<file path="src/rtl/alu_pkg.sv">
// Shared opcode encoding, flag bit positions and result record for the ALU
// issue/capture stage and its result FIFO.
package alu_pkg;

  localparam int ALU_W  = 8;
  localparam int NFLAGS = 5;

  typedef enum logic [1:0] {
    OP_ADD = 2'b00,
    OP_SUB = 2'b01,
    OP_AND = 2'b10,
    OP_OR  = 2'b11
  } op_e;

  localparam int FLAG_PARITY   = 0;
  localparam int FLAG_OVERFLOW = 1;
  localparam int FLAG_GREATER  = 2;
  localparam int FLAG_LESS     = 3;
  localparam int FLAG_IS_EQ    = 4;

  typedef struct packed {
    logic [ALU_W-1:0]  y;
    logic [NFLAGS-1:0] flags;
  } result_t;

endpackage

</file>
<file path="src/rtl/alu_result_fifo.sv">
// Result FIFO for captured ALU results; head is read straight from storage at
// the read pointer, so an empty/reset FIFO presents zeros.
module alu_result_fifo
  import alu_pkg::*;
#(
  parameter int WIDTH = 8,
  parameter int DEPTH = 4
) (
  input  logic                      clk_i,
  input  logic                      rst_ni,
  input  logic                      push_i,
  input  logic [WIDTH-1:0]          push_y_i,
  input  logic [NFLAGS-1:0]         push_flags_i,
  input  logic                      pop_i,
  output logic [$clog2(DEPTH):0]    count_o,
  output logic                      head_valid_o,
  output logic [WIDTH-1:0]          head_y_o,
  output logic [NFLAGS-1:0]         head_flags_o
);

  localparam int PW = $clog2(DEPTH);

  logic [WIDTH-1:0]  y_q [DEPTH];
  logic [NFLAGS-1:0] f_q [DEPTH];
  logic [PW-1:0]     wr_q, rd_q;
  logic [PW:0]       count_q;
  logic              do_pop;

  // A pop request against an empty FIFO is ignored rather than corrupting count.
  assign do_pop = pop_i && (count_q != '0);

  always_ff @(posedge clk_i or negedge rst_ni) begin
    if (!rst_ni) begin
      for (int i = 0; i < DEPTH; i++) begin
        y_q[i] <= '0;
        f_q[i] <= '0;
      end
      wr_q    <= '0;
      rd_q    <= '0;
      count_q <= '0;
    end else begin
      if (push_i) begin
        y_q[wr_q] <= push_y_i;
        f_q[wr_q] <= push_flags_i;
        wr_q      <= wr_q + 1'b1;
      end
      if (do_pop) begin
        rd_q <= rd_q + 1'b1;
      end
      if (push_i && !do_pop) begin
        count_q <= count_q + 1'b1;
      end else if (!push_i && do_pop) begin
        count_q <= count_q - 1'b1;
      end
    end
  end

  assign count_o      = count_q;
  assign head_valid_o = (count_q != '0);
  assign head_y_o     = y_q[rd_q];
  assign head_flags_o = f_q[rd_q];

endmodule

</file>
<file path="src/rtl/alu_issue_capture.sv">
// Operand-issue / result-capture stage around the combinational ALU.
// Optional sticky overflow flag enabled by defining ALU_STICKY_OVF_EN.
module alu_issue_capture
  import alu_pkg::*;
#(
  parameter int WIDTH = 8,
  parameter int DEPTH = 4
) (
  input  logic             clk,
  input  logic             rst_n,
  input  logic             req_valid,
  output logic             req_ready,
  input  logic [1:0]       req_op,
  input  logic [WIDTH-1:0] req_a,
  input  logic [WIDTH-1:0] req_b,
  output logic [1:0]       alu_op,
  output logic [WIDTH-1:0] alu_a,
  output logic [WIDTH-1:0] alu_b,
  input  logic [WIDTH-1:0] alu_y,
  input  logic             alu_parity,
  input  logic             alu_overflow,
  input  logic             alu_greater,
  input  logic             alu_less,
  input  logic             alu_is_eq,
  output logic             rsp_valid,
  input  logic             rsp_ready,
  output logic [WIDTH-1:0] rsp_y,
  output logic [4:0]       rsp_flags
`ifdef ALU_STICKY_OVF_EN
  ,
  input  logic             clr_sticky,
  output logic             sticky_ovf
`endif
);

  localparam int CW = $clog2(DEPTH) + 1;

  typedef enum logic {
    IDLE = 1'b0,
    EXEC = 1'b1
  } state_e;

  state_e            state_q;
  logic [1:0]        alu_op_q;
  logic [WIDTH-1:0]  alu_a_q, alu_b_q;
  logic [CW-1:0]     count;
  logic              accept, push;
  logic [NFLAGS-1:0] flags;

  // Nothing is in flight while IDLE, so FIFO occupancy alone decides space.
  assign req_ready = rst_n && (state_q == IDLE) && (count < CW'(DEPTH));
  assign accept    = req_valid && req_ready;
  assign push      = (state_q == EXEC);

  always_ff @(posedge clk or negedge rst_n) begin
    if (!rst_n) begin
      state_q  <= IDLE;
      alu_op_q <= '0;
      alu_a_q  <= '0;
      alu_b_q  <= '0;
    end else begin
      case (state_q)
        IDLE: begin
          if (accept) begin
            alu_op_q <= req_op;
            alu_a_q  <= req_a;
            alu_b_q  <= req_b;
            state_q  <= EXEC;
          end
        end
        EXEC:    state_q <= IDLE;
        default: state_q <= IDLE;
      endcase
    end
  end

  assign alu_op = alu_op_q;
  assign alu_a  = alu_a_q;
  assign alu_b  = alu_b_q;

  always_comb begin
    flags                = '0;
    flags[FLAG_PARITY]   = alu_parity;
    flags[FLAG_OVERFLOW] = alu_overflow;
    flags[FLAG_GREATER]  = alu_greater;
    flags[FLAG_LESS]     = alu_less;
    flags[FLAG_IS_EQ]    = alu_is_eq;
  end

  alu_result_fifo #(
    .WIDTH (WIDTH),
    .DEPTH (DEPTH)
  ) u_fifo (
    .clk_i        (clk),
    .rst_ni       (rst_n),
    .push_i       (push),
    .push_y_i     (alu_y),
    .push_flags_i (flags),
    .pop_i        (rsp_ready),
    .count_o      (count),
    .head_valid_o (rsp_valid),
    .head_y_o     (rsp_y),
    .head_flags_o (rsp_flags)
  );

`ifdef ALU_STICKY_OVF_EN
  logic sticky_q;

  // A capture with overflow outranks a clear arriving in the same cycle.
  always_ff @(posedge clk or negedge rst_n) begin
    if (!rst_n) begin
      sticky_q <= 1'b0;
    end else if (push && alu_overflow) begin
      sticky_q <= 1'b1;
    end else if (clr_sticky) begin
      sticky_q <= 1'b0;
    end
  end

  assign sticky_ovf = sticky_q;
`endif

endmodule

</file>
<file path="config.mk">
export PLATFORM = sky130hd
export DESIGN_NAME = alu_issue_capture
export DESIGN_NICKNAME = d
export VERILOG_FILES = /design/src/rtl/alu_pkg.sv /design/src/rtl/alu_result_fifo.sv /design/src/rtl/alu_issue_capture.sv
export SDC_FILE = /design/constraint.sdc
export NUM_CORES = 1
export LEC_CHECK = 0
export BUFFER_PORTS_ARGS = -buffer_cell sky130_fd_sc_hd__buf_2
export CELL_PAD_IN_SITES_DETAIL_PLACEMENT = 0
export CELL_PAD_IN_SITES_GLOBAL_PLACEMENT = 1
export CORE_MARGIN = 3
export CORE_UTILIZATION = 41
export DETAILED_ROUTE_END_ITERATION = 16
export PLACE_DENSITY_LB_ADDON = 0.1
export SYNTH_ARGS = -nofsm -noshare
export SYNTH_HDL_FRONTEND = slang
export SYNTH_SLANG_ARGS = --single-unit
</file>
<file path="constraint.sdc">
create_clock -name clk -period 1.9 [get_ports clk]
set_input_delay 0 -clock clk [delete_from_list [all_inputs] [get_ports clk]]
set_output_delay 0 -clock clk [all_outputs]
set_load 0.01 [all_outputs]
</file>
==> impl_metrics.ini <==
[grt]
grt_usage_pct = 15.1
antenna_found_initial = 0
grt_overflow = 0
grt_pass1_vias = 2295
grt_pass1_wl_mm = 11.2
grt_max_degree = 43

[worst_setup_path]
cp_slowest_cell = or3_4
required_ns = 2.17
crit_path_frequent_cell = xor2_1
cp_cell_sequence = or3_4 -> nand2_4 -> ha_4 -> inv_2 -> fa_2 -> xor2_1 -> nor2_1 -> xor2_1
ff2ff_setup_slack_ns = 0.05
critPathLaunchType = flop
cp-end-kind = flop
rr_worst_depth = 8
critical_path_class = flop to flop
cpPeakStageDelay_ns = 0.41
cp.arrival_ns = 2.12
cp_max_fo = 3
crit_end = u_fifo.count_o[2]
reg2reg_from = u_fifo.count_o[1]
startpoint = u_fifo.count_o[1]
reg2reg_to = u_fifo.count_o[2]

[die]
die_area_um2 = 9380
io_pins = 68
fp-row-count = 32
coreArea_um2 = 7890
die_w_um = 96.8
start_util_pct = 42.9
die_h_um = 96.8

[outcome]
outcome = finished clean

[clock_network]
cts_made_buffers = 9
cts_tree = yes
numClockSinks = 78
clkSlewWorstSetupHoldPaths_ns = 0.08
clockBufferDepth = 2
ctsHtreeMaxLevel = 3
clock_latency_ns = 0.34
cts-root-buf = clkbuf_8

[min_path]
hold_class = primary input to flop
worstHoldStart = req_valid
hold_path_depth = 2

[place]
io_buffer_count = 67
dp_cells = 373
gp_congestion = 0.692
dpl_cell_area_um2 = 3930
dpl.hpwl_mm = 4.44
place_ws_ns = 0.0285

[logic_synthesis]
synth_warnings = 0
synth-compound-area-share_pct = 0.148
postSynthCellCount = 199
syn-mean-instance-area_um2 = 17.0
synth-xor-area-share_pct = 1.55
syn_area_um2 = 3380
muxShareOfSynthArea_pct = 33.3
synthAdderAreaFrac_pct = 2.44
synth-seq-area-share_pct = 57.7
ys_ff_latch = 78
synth_top_family_by_area = multiplexers
synth_cell_types = 20
synthSimpleGateAreaFrac_pct = 1.92
syn_nets = 240

[timing]
fmax_mhz = 541
drv_slew = 0
min_period_over_period_pct = 97.4
setup_viol = 0
period_minus_slack_ns = 1.85
slew_headroom_pct = 63.9
tightestPinTransition_ns = 0.542
hold_violations = 0
grt_setup_unrepaired = yes
fin_ws_ns = 0.0503
fin_skew_ns = 0.00433

[routing]
first_pass_iters = 3
drt-total-wl_mm = 6.60
route.vias.total = 2034
drc = 0
drt-initial-drc-count = 49
routed_via_density = 4.81
ant_nets = 0
avgRoutedWirePerCell_um = 15.6

[pwr]
ir_drop_uv = 621
p_per_area_nw_per_um2 = 1590
p_leak_nw = 2.00

[final_layout]
layout.filler_cells = 647
layout-drive-gt1-share_pct = 58.9
seq_area_um2 = 1950
multiInputGateArea_um2 = 1360
final_cells = 423
area_growth_pct = 31.6
final_area_um2 = 4450
n_antenna_cell = 0
fin_nets = 357

[job]
drv_cap = 0
flip-flops by register name, summed over array words and instances, names as in the netlist:
register and cells:
push 1, u_fifo.wr_q 2, alu_op 2, u_fifo.rd_q 2, u_fifo.y_q 32, alu_b 8, alu_a 8, u_fifo.f_q 20
u_fifo.count_o 3
worst max-delay path, delay by kind of cell, from the launching register on:
family	cells	cell delay (ns)
xor gates and xnor gates	2	0.28
adders and majority gates	2	0.47
buffers and inverters	1	0.04
DFF	1	0.38
and+or+nand+nor	3	0.61
what timing repair did:
item,in CTS,in global routing
buffers inserted,0,1
hold buffers,33,0
gates resized for setup,0,1
endpoints found under the setup margin,0,2
hold endpoints to repair,108,0
synth_stat cells:
master   number  area, µm²
and2_4        1       8.76
buf_12        2       40.0
buf_2         6       30.0
buf_4         1       7.51
buf_6         1       11.3
dfrtp_1      78       1950
fa_1          1       20.0
ha_1          5       62.6
inv_1         3       11.3
mux2_2       62        698
mux2_4        9        135
mux4_2       13        293
nand2_1       6       22.5
nand3_1       1       5.00
nor2_1        1       3.75
nor3b_4       1       18.8
o21ai_0       1       5.00
or3_1         1       6.26
xnor2_1       3       26.3
xor2_1        3       26.3
routing by layer:
| metal | vias to the layer above | track usage (%) | wire length [µm] |
|---|---|---|---|
| met2 | 60 | 25.3 | 3310 |
| li1 | 948 | - | - |
| met4 | 0 | 4.43 | 70 |
| met3 | 7 | 5.12 | 345 |
| met5 | - | 0 | 0 |
| met1 | 1019 | 18.7 | 2880 |
power by group:
group	switching, mW	internal, mW
Combinational	1.14	1.79
Sequential	0.443	2.50
Clock	0.608	0.602
layout make-up:
type	instances	share of cell area [%]
clock buffers	10	2.87
clock inverters	6	1.40
inverters	3	0.253
multi-input cells	108	30.5
flip-flops and latches	78	43.8
well taps	102	2.87
repair buffers	116	18.3
cells in the final DEF, fill, tap and decap left out, drive strengths merged:
cell type / instances
buf: 83
dfrtp: 78
mux2: 71
dlygate4sd3: 33
mux4: 13
clkbuf: 10
nand2: 6
ha: 5
xnor2: 3
xor2: 3
clkinvlp: 3
inv: 3
clkinv: 2
or3: 1
nor3b: 1
and2: 1
nor2: 1
nand3: 1
o21ai: 1
fa: 1
bufinv: 1
metrics by stage:
stage | power [mW] | utilization (%) | hold slack, ns | TNS, ns
4_1_cts | 7.18 | 56.4 | 0.0340 | 0
6_report | 7.08 | 56.5 | 0.0502 | 0
5_1_grt | 7.57 | 56.5 | 0.0353 | -0.0304
2_1_floorplan | 4.88 | - | -0.296 | 0
3_3_place_gp | 5.82 | 49.8 | 0.117 | 0
3_5_place_dp | 5.89 | 49.8 | 0.116 | 0
cell families (layout without fill, tap and decap cells):
family	after synthesis	after routing
mux	84	84
flops	78	78
xor+xnor	6	6
buf+inv	13	135
fa+ha+maj	6	6
compound gates	1	1
simple gates	11	11
worst min path at each step:
stage | to | slack, ns
finish | push | 0.05
floorplan | alu_a[0] | -0.30
detailed placement | u_fifo.y_q[8] | 0.12
global route | push | 0.04
CTS | push | 0.03
global placement | u_fifo.y_q[1] | 0.12
Note: power is estimated with default switching activity, not from simulation.
